## src/rtl/debounced_command_input.sv

```systemverilog
// debounced_command_input: key synchronisers, per-key stable-level debouncers,
// press-edge pulses and a single-entry HIT/STAND command register with valid/ack.
// Optional build macro: DROP_COUNT_EN adds o_drop_count, a saturating count of
// HIT/STAND presses that were discarded (command pending, or not this player's turn).

`ifndef gameCommand
`define gameCommand [1:0]
`endif

// Purpose: turn bouncy active-low KEY pins into one clean command per physical press.
// Latency: 2 cycles sync + DEBOUNCE_CYCLES debounce + 1 cycle press pulse + 1 cycle to o_cmd_valid.
// Backpressure: o_command is held until i_cmd_ack; HIT/STAND presses arriving meanwhile are dropped.
module debounced_command_input #(
    parameter int NUM_KEYS        = 3,
    parameter int DEBOUNCE_CYCLES = 10000,
    parameter int CNT_W           = 14
) (
    input  logic                i_clk,
    input  logic                i_reset,
    input  logic [NUM_KEYS-1:0] i_KEY,
    input  logic                i_turnIndicator,
    input  logic                i_cmd_ack,
    output logic [NUM_KEYS-1:0] o_key_press,
    output logic [NUM_KEYS-1:0] o_key_level,
    output logic                o_dealButtonPushed,
    output logic                o_cmd_valid,
    output logic `gameCommand   o_command
`ifdef DROP_COUNT_EN
    ,
    output logic [7:0]          o_drop_count
`endif
);

    // Command encodings shared with the game FSM.
    localparam logic [1:0] COMMAND_NONE  = 2'd0;
    localparam logic [1:0] COMMAND_HIT   = 2'd1;
    localparam logic [1:0] COMMAND_STAND = 2'd2;

    // Key roles.
    localparam int KEY_HIT   = 0;
    localparam int KEY_STAND = 1;
    localparam int KEY_DEAL  = 2;

    // Terminal count: a level change is accepted on the DEBOUNCE_CYCLES-th
    // consecutive cycle in which the synchronised key differs from the level.
    localparam logic [CNT_W-1:0] CNT_MAX = CNT_W'(DEBOUNCE_CYCLES - 1);

    typedef enum logic {
        ST_IDLE = 1'b0,
        ST_PEND = 1'b1
    } state_t;

    // ------------------------------------------------------------------
    // Synchroniser: raw pin levels, released (1) out of reset.
    // ------------------------------------------------------------------
    logic [NUM_KEYS-1:0] sync1_q, sync1_d;
    logic [NUM_KEYS-1:0] sync2_q, sync2_d;
    logic [NUM_KEYS-1:0] key_pushed;   // synchronised, 1 = pushed

    // Two-stage shift of the raw pins into the clock domain.
    always_comb begin
        sync1_d    = i_KEY;
        sync2_d    = sync1_q;
        key_pushed = ~sync2_q;
    end

    // Synchroniser registers; reset to the released pin level.
    always_ff @(posedge i_clk) begin
        if (i_reset) begin
            sync1_q <= '1;
            sync2_q <= '1;
        end else begin
            sync1_q <= sync1_d;
            sync2_q <= sync2_d;
        end
    end

    // ------------------------------------------------------------------
    // Debouncer: one stability counter and one accepted level per key.
    // ------------------------------------------------------------------
    logic [CNT_W-1:0]    cnt_q [NUM_KEYS];
    logic [CNT_W-1:0]    cnt_d [NUM_KEYS];
    logic [NUM_KEYS-1:0] level_q, level_d;

    // Count consecutive disagreeing samples; accept the new level at terminal count.
    always_comb begin
        level_d = level_q;
        for (int k = 0; k < NUM_KEYS; k++) begin
            cnt_d[k] = '0;
            if (key_pushed[k] != level_q[k]) begin
                if (cnt_q[k] >= CNT_MAX) begin
                    // Stable long enough: take the new level and restart.
                    level_d[k] = key_pushed[k];
                    cnt_d[k]   = '0;
                end else begin
                    cnt_d[k] = cnt_q[k] + CNT_W'(1);
                end
            end
        end
    end

    // Debounce state registers.
    always_ff @(posedge i_clk) begin
        if (i_reset) begin
            level_q <= '0;
            for (int k = 0; k < NUM_KEYS; k++) begin
                cnt_q[k] <= '0;
            end
        end else begin
            level_q <= level_d;
            for (int k = 0; k < NUM_KEYS; k++) begin
                cnt_q[k] <= cnt_d[k];
            end
        end
    end

    // ------------------------------------------------------------------
    // Press detection: registered rising edge of the debounced level.
    // ------------------------------------------------------------------
    logic [NUM_KEYS-1:0] level_prev_q, level_prev_d;
    logic [NUM_KEYS-1:0] press_q, press_d;

    // A press is a 0->1 step of the accepted level; releases are ignored.
    always_comb begin
        level_prev_d = level_q;
        press_d      = level_q & ~level_prev_q;
    end

    // Edge detector registers.
    always_ff @(posedge i_clk) begin
        if (i_reset) begin
            level_prev_q <= '0;
            press_q      <= '0;
        end else begin
            level_prev_q <= level_prev_d;
            press_q      <= press_d;
        end
    end

    // ------------------------------------------------------------------
    // Command FSM: IDLE accepts one HIT/STAND, PEND holds it until ack.
    // ------------------------------------------------------------------
    state_t     state_q, state_d;
    logic [1:0] cmd_q, cmd_d;

    // State and command registers.
    always_ff @(posedge i_clk) begin
        if (i_reset) begin
            state_q <= ST_IDLE;
            cmd_q   <= COMMAND_NONE;
        end else begin
            state_q <= state_d;
            cmd_q   <= cmd_d;
        end
    end

    // Next state: STAND has priority over HIT; off-turn and pending-time presses are not queued.
    always_comb begin
        state_d = state_q;
        cmd_d   = cmd_q;
        case (state_q)
            ST_IDLE: begin
                if (i_turnIndicator && press_q[KEY_STAND]) begin
                    state_d = ST_PEND;
                    cmd_d   = COMMAND_STAND;
                end else if (i_turnIndicator && press_q[KEY_HIT]) begin
                    state_d = ST_PEND;
                    cmd_d   = COMMAND_HIT;
                end
            end
            ST_PEND: begin
                // Turn loss does not cancel; only the consumer's ack does.
                if (i_cmd_ack) begin
                    state_d = ST_IDLE;
                    cmd_d   = COMMAND_NONE;
                end
            end
            default: begin
                state_d = ST_IDLE;
                cmd_d   = COMMAND_NONE;
            end
        endcase
    end

    // Outputs: command is only presented while pending.
    always_comb begin
        o_cmd_valid        = (state_q == ST_PEND);
        o_command          = (state_q == ST_PEND) ? cmd_q : COMMAND_NONE;
        o_key_press        = press_q;
        o_key_level        = level_q;
        o_dealButtonPushed = press_q[KEY_DEAL];
    end

`ifdef DROP_COUNT_EN
    // ------------------------------------------------------------------
    // Dropped-press counter (saturating at 255).
    // ------------------------------------------------------------------
    logic [7:0] drop_cnt_q, drop_cnt_d;
    logic [1:0] drop_mask;
    logic [1:0] drop_inc;
    logic [8:0] drop_sum;

    // Every HIT/STAND press seen while pending or off-turn is lost; count each one.
    always_comb begin
        drop_mask  = {press_q[KEY_STAND], press_q[KEY_HIT]}
                   & {2{(state_q == ST_PEND) || !i_turnIndicator}};
        drop_inc   = {1'b0, drop_mask[0]} + {1'b0, drop_mask[1]};
        drop_sum   = {1'b0, drop_cnt_q} + {7'd0, drop_inc};
        drop_cnt_d = drop_sum[8] ? 8'hFF : drop_sum[7:0];
    end

    // Drop counter register.
    always_ff @(posedge i_clk) begin
        if (i_reset) begin
            drop_cnt_q <= '0;
        end else begin
            drop_cnt_q <= drop_cnt_d;
        end
    end

    assign o_drop_count = drop_cnt_q;
`endif

endmodule

```

## config.mk

```make
export PLATFORM = sky130hd
export DESIGN_NAME = debounced_command_input
export DESIGN_NICKNAME = d
export VERILOG_FILES = /design/src/rtl/debounced_command_input.sv
export SDC_FILE = /design/constraint.sdc
export NUM_CORES = 1
export LEC_CHECK = 0
export CAP_MARGIN = 20
export CORE_MARGIN = 1.5
export CORE_UTILIZATION = 40
export CTS_CLUSTER_SIZE = 30
export DETAILED_ROUTE_END_ITERATION = 6
export HOLD_SLACK_MARGIN = 0.06
export PLACE_DENSITY = 0.64
export SLEW_MARGIN = 20
export SYNTH_ARGS = -nofsm -noshare
export SYNTH_HDL_FRONTEND = slang
export SYNTH_SLANG_ARGS = --single-unit
```

## constraint.sdc

```tcl
create_clock -name i_clk -period 1.5 [get_ports i_clk]
set_input_delay 0.225 -clock i_clk [delete_from_list [all_inputs] [get_ports i_clk]]
set_output_delay 0.225 -clock i_clk [all_outputs]
set_load 0.02 [all_outputs]
```

* Word-level counts from Yosys, hierarchy flattened
Memory sizes are Yosys's and may differ from the RTL's. Cells that the tools add are included. W data, S select, Z words.
Word-level totals: bits in writable memories 42, flip-flop bits (word level) 18, bits of input ports 7, memories kept 1, output and inout bits 10, logic and storage cells 55
Operators by class: muxes and demuxes 21, bitwise gates (word level) 7, equal/unequal tests 5, order comparisons 3, reduce and logical (&&, ||, !) cells 6, add/sub/neg operators 3
Memory list:
- cnt_q | words 3, width 14, rd ports 3, clocked after Yosys merged registers in 0, wr ports 3, RTL line 81 | logic [CNT_W-1:0] cnt_q [NUM_KEYS];
Operators by type and width (number):
- $mux W14 | 9
- $add A14 B1 Y14 const B | 3
- $ge A14 B14 Y1 const B | 3
- $mux W2 | 4
- $reduce_and A2 Y1 | 4
- $mux W1 | 6
- $not A3 Y3 | 2
- $pmux W2 S2 | 1
- $and A3 B3 Y3 | 1
- $ne A1 B1 Y1 | 3
- $ne A3 B3 Y1 const B | 1
- $or A1 B1 Y1 | 3
- $logic_and A1 B1 Y1 | 2
- $ne A2 B2 Y1 const B | 1
- $pmux W1 S2 | 1
- $not A1 Y1 | 1

* Logic depth before layout (Yosys ltp)
Gate-level depths: netlist of the first run.
depth after elaboration 4, gate-level depth with buffers 6, mapped depth without buffers 5

* Least setup slack after synthesis of the first run
Ideal clock, no wire load.
kind reg2reg, start point memory cnt_q[1][0], in the netlist cnt_q[0][14], end point memory cnt_q[1][4], in the netlist cnt_q[0][18], data required time 1.383 ns, library setup time 0.117 ns, stages on the path, launching flop included 7, arrival time 1.316 ns, slack 0.067 ns, period minus slack after synthesis 1.433 ns, buffers on the path 1, cells stage by stage dfxtp_1 > ha_1 > nand3_1 > a211o_1 > nand3_1 > buf_2 > nor2_1
RTL lines (RTL line):
- from (decl) | 81

==> qor.csv, run 1 <==
metric;value;unit
outcome;complete, no violations;
Pwr Density;962;nW/um2
CP required;1.71;ns
endpoint of the worst hold path;o_key_press[0];
Top Family by Delay on Critical Path;simple AND/OR/NAND/NOR gates;
Initial Utilization;42.4;%
Iteration-0 DRC Markers;91;
wire per inst;11.8;um
Critical Path Sink Type;flop;
Remaining Overflow, GRT;0;
max_cap viols;0;
worst relative slew slack;76.5;%
RR Endpoint;cnt_q[0][1];
number of top-level pins;17;
buffer and inverter count on the worst path;0;
number of setup violations in the final report;0;
Combinational Power Share;2.0;%
hold slack;0.380;ns
DR pass1 iterations;4;
post-route insts no fill;379;
vias in the first global route;1754;
VDD IR max;0.000792;V
sinks on the clock net;60;
CP Cell Sequence;ha_4, nand3_1, a211o_1, and2_1, and3_1;
Critical-path top delay cell;dfxtp_2;
flops & latches, synth;60;
Flop pwr share;56.4;%
Hold Crit Class;reg2reg;
hold depth;1;
Sw Share;22.3;%
initial antenna violation count;0;
critical path's largest stage delay;0.36;ns
Worst-Margin Slew;0.350;ns
GP Congestion;0.767;
Root Driver;clkbuf_8;
post-route cell area;2960;um2
Clk pin slew, worst setup/hold paths;0.07;ns
placed instance area;2710;um2
Slew Viols, Final;0;
# nets final;313;
Unique masters post-synth;28;
dpl ws;-0.00442;ns
Total Die Area;6460;um2
drt drc;0;
Leak;0.967;nW
Reg2Reg Depth;5;
die height;80.4;um
Post-Syn Area;2390;um2
highest net fanout along the worst path;3;
largest net degree at the start of global routing;11;
Die Width;80.4;um
CTS tree;done;
syn avg cell area;8.94;um2
r2r setup slk;0.05;ns
clock latency on the worst-skew pair;0.32;ns
post-synthesis instance total;268;
Core Footprint;5640;um2
worst-case clock buffer depth;2;
synth warn;0;
Post-DRT Antenna Nets;0;
fmax;688;MHz
via count;1832;
Min-Delay Startpoint;level_prev_q[0];
post-synthesis sequential area ratio;50.2;%
Via-to-Cell Ratio;4.83;
net count after synthesis;278;
worst setup margin;0.0462;ns
number of buffers created by CTS;9;
Max H-tree Level;3;
NetSw;0.635;mW
WP data arrival;1.67;ns
placed cells;363;
Final Cycle Share;96.9;%
# diodes;0;
Crit Path Class;reg2reg;
most frequent cells in the layout;nor2_1 (52), dfxtp_1 (52), xnor2_1 (27);
final hold viol count;0;
Clock Power Share;41.6;%
share of cells above drive strength 1;17.3;%
Routed WL;4460;um
minimum clock period;1.45;ns
internal power;2.21;mW
std cell rows;27;
top cell type's share of synthesized area;50.2;%
GRT Total Usage;15.1;%
RR Startpoint;cnt_q[0][1];
Worst Clk Skew;0.00470;ns
Synth area leaders;dfxtp_1 (50%), xnor2_1 (9.9%), nor2_1 (8.2%);
CP Launch Type;flop;
I/O Buffers;16;
Area Overhead vs Synth;23.5;%
global-route wire length before repair;7520;um
dpl hpwl;3040;um
post-synth top area cell;dfxtp_1;
fin util;52.4;%
area by class of cell:
cell class	count	area [um2]
clock buffer	10	128
clock inverter	5	30.0
fill	527	2680
inverter	10	37.5
multi-input combinational	192	1200
sequential	60	1220
tap	72	90.1
timing repair buffer	30	256
synth_stat cells, drive strengths merged:
master,instances
nand3,20
nand2,12
nand3b,2
nor4,11
xor2,9
and2,5
a21o,1
or4b,1
nor2,53
nor3b,1
or2,6
a21oi,6
buf,4
nand4,6
nor3,9
nor2b,7
a211o,3
xnor2,27
o21ai,4
ha,3
inv,10
clkbuf,2
and3,3
o31ai,3
dfxtp,60
sequential cells by signal, indices dropped and copies added (netlist names):
| signal | cells |
|---|---|
| o_key_press | 3 |
| o_cmd_valid | 1 |
| level_prev_q | 3 |
| sync2_q | 3 |
| o_key_level | 3 |
| cnt_q | 42 |
| sync1_q | 3 |
| cmd_q | 2 |
cells by family (layout without fill, tap and decap cells):
family	Yosys count	count (layout)	synth area share [%]
compound gates	17	17	4.44
xor+xnor	36	36	13.2
flops	60	60	50.2
simple gates	136	136	27.8
buf+inv	16	55	2.82
fa+ha+maj	3	3	1.57
worst max path at each step:
stage                        start             end  slack (ns)  depth (start not counted)
finish                 cnt_q[0][1]     cnt_q[0][1]        0.05                          5
global route          cnt_q[0][32]    cnt_q[0][30]      -0.002                          5
CTS                 o_key_press[2]  o_key_press[2]       0.008                          1
detailed placement     cnt_q[0][0]  o_key_level[0]      -0.004                          5
global placement       cnt_q[0][0]  o_key_level[0]      -0.006                          5
floorplan             cnt_q[0][14]    cnt_q[0][18]        0.07                          6
worst register-to-register path: stages, from the launching register on:
cell and delay, ns:
dfxtp_2 0.36, ha_4 0.16, nand3_1 0.12, a211o_1 0.35
and2_1 0.19, and3_1 0.17
repair_timing:
item / in CTS / in global routing
setup endpoints to repair: 11 / 46
gates resized for setup: 11 / 22
pin swaps: 0 / 6
hold buffers: 0 / 0
buffers inserted: 0 / 1
power by group through the flow:
stage / Clock, mW / Combinational (mW) / Sequential, mW
floorplan: 0 / 0.0237 / 1.64
global placement: 0 / 0.0550 / 1.64
detailed placement: 0 / 0.0551 / 1.64
CTS: 1.22 / 0.0555 / 1.61
global route: 1.30 / 0.0628 / 1.60
finish: 1.18 / 0.0561 / 1.60
per-layer routing:
| metal | global-route usage (%) | part of all wire (%) | vias up |
|---|---|---|---|
| met5 | 0 | 0 | - |
| met4 | 6.55 | 0.96 | 0 |
| met3 | 5.34 | 3.3 | 6 |
| met2 | 25.4 | 49 | 20 |
| met1 | 17.3 | 47 | 842 |
| li1 | - | - | 964 |
stage by stage:
| step | power (mW) | setup TNS (ns) |
|---|---|---|
| after floorplan | 1.67 | 0 |
| after detailed placement | 1.70 | -0.00442 |
| after CTS | 2.88 | 0 |
| after global placement | 1.70 | -0.00646 |
| after global routing | 2.96 | -0.00233 |
| final | 2.85 | 0 |
No activity file was read; power rests on OpenSTA's default activity.
==> run 2: changes to the inputs <==
--- a/config.mk
+++ b/config.mk
@@ -10,8 +10,11 @@
 export CORE_UTILIZATION = 40
 export CTS_CLUSTER_SIZE = 30
 export DETAILED_ROUTE_END_ITERATION = 6
+export GPL_TIMING_DRIVEN = 1
 export HOLD_SLACK_MARGIN = 0.06
+export MAX_ROUTING_LAYER = met4
 export PLACE_DENSITY = 0.64
+export RECOVER_POWER = 25
 export SLEW_MARGIN = 20
 export SYNTH_ARGS = -nofsm -noshare
 export SYNTH_HDL_FRONTEND = slang
==> run 2 against run 1 <==
Net effect: worst setup slack better by 0.0031 ns; first-iteration DRC count decreased by 5.5%; cell count unchanged; sequential cell count is the same.
==> qor.csv, run 2 (synthesized netlist as in run 1, its figures left out) <==
metric;value;unit
Root Driver;clkbuf_8;
dpl ws;-0.00442;ns
Biggest register;cnt_q;
final hold viol count;0;
Max H-tree Level;3;
number of setup violations in the final report;0;
CTS tree;done;
# nets final;313;
VDD IR max;0.000792;V
largest net degree at the start of global routing;11;
std cell rows;27;
share of cells above drive strength 1;16.6;%
Die Width;80.4;um
r2r setup slk;0.05;ns
# diodes;0;
via count;1842;
CP Launch Type;flop;
highest net fanout along the worst path;3;
Critical Path Sink Type;flop;
dpl hpwl;3040;um
minimum clock period;1.45;ns
CP required;1.72;ns
fill count;529;
max reg flops;42;
fmax;689;MHz
number of buffers created by CTS;9;
GP Congestion;0.777;
total power;2.84;mW
most frequent cells in the layout;nor2_1 (52), dfxtp_1 (52), xnor2_1 (27);
hold slack;0.380;ns
die height;80.4;um
Via-to-Cell Ratio;4.86;
Clk pin slew, worst setup/hold paths;0.07;ns
Core Footprint;5640;um2
global-route wire length before repair;7520;um
Leak;0.939;nW
Routed WL;4460;um
Worst Setup SP;cnt_q[0][1];
Initial Utilization;42.4;%
Total Die Area;6460;um2
WP data arrival;1.67;ns
vias in the first global route;1752;
cts hold-fix bufs;0;
Min-Delay Startpoint;level_prev_q[0];
Worst Clk Skew;0.00559;ns
Reg2Reg Depth;5;
DR pass1 iterations;4;
post-route insts no fill;379;
Area Overhead vs Synth;22.8;%
I/O Buffers;16;
outcome;complete, no violations;
Remaining Overflow, GRT;0;
Pwr Density;967;nW/um2
Final Cycle Share;96.7;%
placed instance area;2710;um2
sinks on the clock net;60;
post-route cell area;2940;um2
initial antenna violation count;0;
max_cap viols;0;
Crit Path Class;reg2reg;
hold depth;1;
Worst-Margin Slew;0.349;ns
GRT Total Usage;15.5;%
Slew Viols, Final;0;
worst-case clock buffer depth;2;
number of top-level pins;17;
worst setup margin;0.0492;ns
Hold Crit Class;reg2reg;
wire per inst;11.8;um
Post-DRT Antenna Nets;0;
placed cells;363;
Iteration-0 DRC Markers;86;
clock latency on the worst-skew pair;0.32;ns
worst relative slew slack;76.6;%
RR Startpoint;cnt_q[0][1];
drt drc;0;
[run 2: path summary, 6_finish.rpt]
kind                                        to
worst max-delay path               cnt_q[0][1]
worst min-delay path            o_key_press[0]
worst max register to register     cnt_q[0][1]
worst min register to register  o_key_press[0]
[run 2: critical path, stage by stage (launching register included)]
cell	delay, ns
dfxtp_2	0.36
ha_4	0.16
nand3_1	0.11
a211o_1	0.35
and2_1	0.19
and3_1	0.17
[run 2: area by class of cell]
type	count	area, um2	share of cell area [%]
flip-flops and latches	60	1220	41.4
multi-input cells	192	1200	40.7
repair buffers	30	240	8.17
clock buffers	10	128	4.34
well taps	72	90.1	3.06
inverters	10	37.5	1.28
clock inverters	5	30.0	1.02
[run 2: through the flow]
step	TNS, ns	util [%]
after floorplan	0	-
after global placement	-0.00646	48.1
after detailed placement	-0.00442	48.1
final	0	52.1
after CTS	0	50.7
after global routing	-0.00233	52.1
[run 2: timing repair]
action,in CTS,in global routing
hold endpoints to repair,0,0
setup buffers,0,1
pin swaps,0,6
setup endpoints to repair,11,46
gates cloned,0,0
resized for setup,11,22
[run 2: where the power goes]
group	internal, mW	switching, mW	leakage (nW)
Sequential	1.60	0.00577	0.490
Combinational	0.0293	0.0238	0.371
Clock	0.580	0.605	0.0779
Total	2.21	0.635	0.939
[run 2: metal layers]
metal | track usage [%] | wire [um] | up-vias
li1 | - | - | 962
met3 | 5.34 | 164 | 6
met1 | 17.3 | 2060 | 847
met4 | 6.55 | 39 | 0
met5 | - | 0 | -
met2 | 25.3 | 2190 | 27
==> run 3: changes to the inputs <==
--- a/config.mk
+++ b/config.mk
@@ -5,6 +5,7 @@
 export SDC_FILE = /design/constraint.sdc
 export NUM_CORES = 1
 export LEC_CHECK = 0
+export ABC_CLOCK_PERIOD_IN_PS = 1500
 export CAP_MARGIN = 20
 export CORE_MARGIN = 1.5
 export CORE_UTILIZATION = 40
==> results of run 3 <==
Final layout, timing and power as in run 2 (identical DEF).
==> patch 1: new RTL, config.mk and constraints of run 3 <==
Register the output `o_key_level`; this adds one clock of latency there. The other outputs are not delayed to match.
--- a/src/rtl/debounced_command_input.sv
+++ b/src/rtl/debounced_command_input.sv
@@ -50,6 +50,8 @@
         ST_PEND = 1'b1
     } state_t;
 
+    logic [NUM_KEYS-1:0] o_key_level_d;
+
     // ------------------------------------------------------------------
     // Synchroniser: raw pin levels, released (1) out of reset.
     // ------------------------------------------------------------------
@@ -187,7 +189,7 @@
         o_cmd_valid        = (state_q == ST_PEND);
         o_command          = (state_q == ST_PEND) ? cmd_q : COMMAND_NONE;
         o_key_press        = press_q;
-        o_key_level        = level_q;
+        o_key_level_d      = level_q;
         o_dealButtonPushed = press_q[KEY_DEAL];
     end
 
@@ -221,5 +223,9 @@
     assign o_drop_count = drop_cnt_q;
 `endif
 
+    always_ff @(posedge i_clk) begin
+        o_key_level <= o_key_level_d;
+    end
+
 endmodule
 
Function: no difference found for any inputs over 10 cycles, from zero or initial values and one cycle with i_reset high; that may be too few to reach the edited logic, so the function may still have changed.
==> patch 1 against run 3 <==
First-iteration DRC count decreased by 47%. Die area increased by 3.4%. Synthesized area increased by 3.6%. Maximum frequency decreased by 2.2%. Wire length increased by 6.4%. Combinational power increased by 20%. Clock skew increased by 0.0019 ns. Design area increased by 17%. Setup slack got worse by 0.032 ns. Synthesized cell count increased by 1.1%. Count of clock-buffer cells in the layout unchanged. Total power increased by 11%. Sequential cell count increased by 3.
==> patch 1: results (changes against run 3) <==
* Max IR drop VDD at 0.000609 V (-23%)
* Routability Congestion at 0.799 (+2.7%)
* Fillers at 538 (+1.7%)
* Dpl ws at -0.152 ns (-0.147 ns)
* Adder-cell area share of the yosys netlist at 1.51% (-0.054 points)
* Synth warnings at 0 (unchanged)
* Reg-to-reg endpoint: cnt_q[0][16]$_SDFF_PP0_
* DPL Wire Length at 3.19 mm (+4.9%)
* GRT Util Overall at 16.3% (+0.81 points)
* Placed cells at 404 (+11%)
* GR Layer Usage met2 at 26.4% (+1.1 points)
* Layout Skew at 0.00749 ns (+0.00190 ns)
* Inverters at 14 (+4)
* Clk sinks at 63 (+5.0%)
* ClkCell Share at 5.48% (+0.12 points)
* Area of the multi-input gates at 1290 um2 (+7.6%)
* Slowest CP cell: or3_4
* Slew margin rel. at 74.6% (-2.0 points)
* Layout cells sized above 1 at 32.4% (+16 points)
* Internal power at 2.48 mW (+12%)
* DR WL met2 at 2.28 mm (+4.4%)
* Multi-input comb cells at 186 (-3.1%)
* Setup crit end: cnt_q[0][16]$_SDFF_PP0_
* Comb group at 0.0637 mW (+20%)
* Compound-Gate Fraction of Synth Area at 3.83% (-0.61 points)
* First-pass GRT wire length at 7.91 mm (+5.2%)
* Net Count, Synth at 281 (+1.1%)
* Placed Area at 3050 um2 (+12%)
* Worst-Skew Late Latency at 0.34 ns (+0.02 ns)
* Grt met3 use at 6.44% (+1.1 points)
* Status: completed
* Hold Crit Depth at 1 (unchanged)
* Multi-input combinational area share at 37.4% (-3.3 points)
* Period utilization at 98.9% (+2.1 points)
* Mux share of post-synthesis cell area at 1.36% (+1.4 points)
* Register area share after synthesis at 50.9% (+0.70 points)
* Pin count of the biggest net entering global routing at 15 (+4)
* Register area at 1270 um2 (+4.2%)
* Wl on met1 at 2.17 mm (+4.9%)
* Initial DRC count at 46 (-47%)
* Clk pwr at 1.40 mW (+18%)
* Nets at 351 (+12%)
* Synth top area cells: dfxtp_1, xnor2_1, nor2_1
* WL met3 at 208 um (+27%)
* DR vias/cell at 4.70 (-3.2%)
* Cells after Synth at 271 (+1.1%)
* CP Max Fanout at 7 (+4)
* Routed WL at 4.74 mm (+6.4%)
* Post-synthesis xor/xnor area fraction at 12.7% (-0.45 points)
* Avg WL per Cell at 11.3 um (-4.2%)
* Number of non-clock buffers at 67 (+120%)
* Psw at 0.669 mW (+5.4%)
## patch 1: cell count changes after synthesis, moves of 4 or more
cell and delta:
nand3_1 -7, nor2_1 +7, a311oi_1 +6, inv_1 +4
## patch 1: repair_timing
action,4_1_cts,5_1_grt
setup endpoints to repair,39,49
hold buffers,0,0
pin swaps,6,8
resized for setup,15,47
cloned,0,1
## patch 1: how the worst min path moves through the flow
stage | start | endpoint | slack [ns]
2_1_floorplan | i_reset | level_prev_q[0]$_SDFF_PP0_ | 0.31
3_3_place_gp | level_prev_d[2]$_SDFFE_PP0P_ | o_key_level[2]$_DFF_P_ | 0.37
3_5_place_dp | level_prev_d[1]$_SDFFE_PP0P_ | o_key_level[1]$_DFF_P_ | 0.37
4_1_cts | level_prev_q[2]$_SDFF_PP0_ | o_key_press[2]$_SDFF_PP0_ | 0.38
5_1_grt | level_prev_d[1]$_SDFFE_PP0P_ | o_key_level[1]$_DFF_P_ | 0.39
6_report | level_prev_q[2]$_SDFF_PP0_ | o_key_press[2]$_SDFF_PP0_ | 0.38
==> patch 2: new RTL, config.mk and constraints of run 3 <==
Without the edit above. Change the parameter `CNT_W` from 14 to 16.
--- a/src/rtl/debounced_command_input.sv
+++ b/src/rtl/debounced_command_input.sv
@@ -13,7 +13,7 @@
 module debounced_command_input #(
     parameter int NUM_KEYS        = 3,
     parameter int DEBOUNCE_CYCLES = 10000,
-    parameter int CNT_W           = 14
+    parameter int CNT_W           = 16
 ) (
     input  logic                i_clk,
     input  logic                i_reset,
Check against the original RTL: no difference found for any inputs over 10 cycles, from zero or initial values and one cycle with i_reset high; that may be too few to reach the edited logic, so the function may still have changed.
==> patch 2 against run 3 <==
The run now ends with negative setup slack left. Sequential cell count increased by 6. Setup slack got worse by 0.079 ns. Maximum frequency decreased by 5.1%. Utilization increased by 6.6 points. Design area increased by 20%. First-iteration DRC count decreased by 49%. Synthesized area increased by 6.3%. Wire length increased by 9.0%. Final cell count increased by 11%. Non-clock buffer count increased by 23. Largest cell class is now multi-input combinational cells.
Power is not compared: it rests on default switching activity, and its combinational part moved more than twofold at a synthesized area within 25%.
==> patch 2: results (changes against run 3) <==
* Failing checks: negative setup slack
* Routability Congestion at 0.749 (-3.6%)
* Final worst setup slack at -0.0294 ns (-0.0786 ns)
* Reg-to-reg startpoint: cnt_q[0][22]$_SDFF_PP0_
* Placed Area at 3040 um2 (+12%)
* Synth cell count leaders: dfxtp_1, nor2_1, xnor2_1
* First-pass GRT wire length at 7.64 mm (+1.6%)
* Met1 usage at 19.6% (+2.2 points)
* Num CTS Buffers at 9 (unchanged)
* Setup Viol. Count Final at 15 (+15)
* DR vias/cell at 4.88 (+0.38%)
* Avg WL per Cell at 11.6 um (-1.6%)
* Arrival time worst endpoint at 1.80 ns (+0.13 ns)
* Final hold slack at 0.384 ns (+0.00314 ns)
* Register area share after synthesis at 51.9% (+1.7 points)
* CTS Buffer Depth at 2 (unchanged)
* Fillers at 530 (+0.19%)
* Reg-to-reg endpoint: cnt_q[0][19]$_SDFF_PP0_
* Placed cells at 399 (+9.9%)
* Layout Skew at 0.0102 ns (+0.00464 ns)
* Nets at 350 (+12%)
* Max reg flops at 48 (+14%)
* Status: finished, violations left
* DR WL met2 at 2.25 mm (+3.0%)
* Vias in the first global route at 1758 (+0.34%)
* Grt met3 use at 3.61% (-1.7 points)
* CP Max Fanout at 7 (+4)
* Dpl ws at -0.178 ns (-0.174 ns)
* GR Layer Usage met2 at 22.7% (-2.6 points)
* Initial DRC count at 44 (-49%)
* WL met3 at 123 um (-25%)
* DPL Wire Length at 3.08 mm (+1.3%)
* Synth top area cells: dfxtp_1, xnor2_1, nor2_1
* Finished Layout Cells at 420 (+11%)
* Mean area per synthesized cell at 9.13 um2 (+2.1%)
* # resized after CTS at 26 (+15)
* Yosys cell types at 29 (+3.6%)
* Total negative slack at -0.201 ns (-0.201 ns)
* Postcts setup bufs at 4 (+4)
* Slowest CP cell: or4_4
* Pin count of the biggest net entering global routing at 12 (+1)
* Wl on met1 at 2.39 mm (+16%)
-- patch 2: cell types whose count changed in the layout (fill, tap and decap cells not counted), sizes merged, moves of 4 or more --
cell,delta
nor2,+5
nand4,+5
nand3,-7
nor4,-5
nor3,+4
buf,+23
conb,+6
dfxtp,+6
-- patch 2: cell families after synthesis --
logic type / after synthesis / synth area share (%)
adders and majority gates: 3 / 1.47
AOI/OAI and AO/OA: 20 / 4.62
and+or+nand+nor: 136 / 25.8
buffers and inverters: 17 / 3.69
DFF: 66 / 51.9
xor gates and xnor gates: 36 / 12.4
other: 1 / 0.147
-- patch 2: layout make-up --
type / instances / area, um2 / share of cell area [%]
Clock buffer: 12 / 155 / 4.38
Multi-Input combinational cell: 201 / 1400 / 39.6
Timing Repair Buffer: 53 / 474 / 13.4
Tap cell: 75 / 93.8 / 2.65
Clock inverter: 4 / 50.0 / 1.41
Sequential cell: 66 / 1330 / 37.6
Inverter: 9 / 33.8 / 0.955
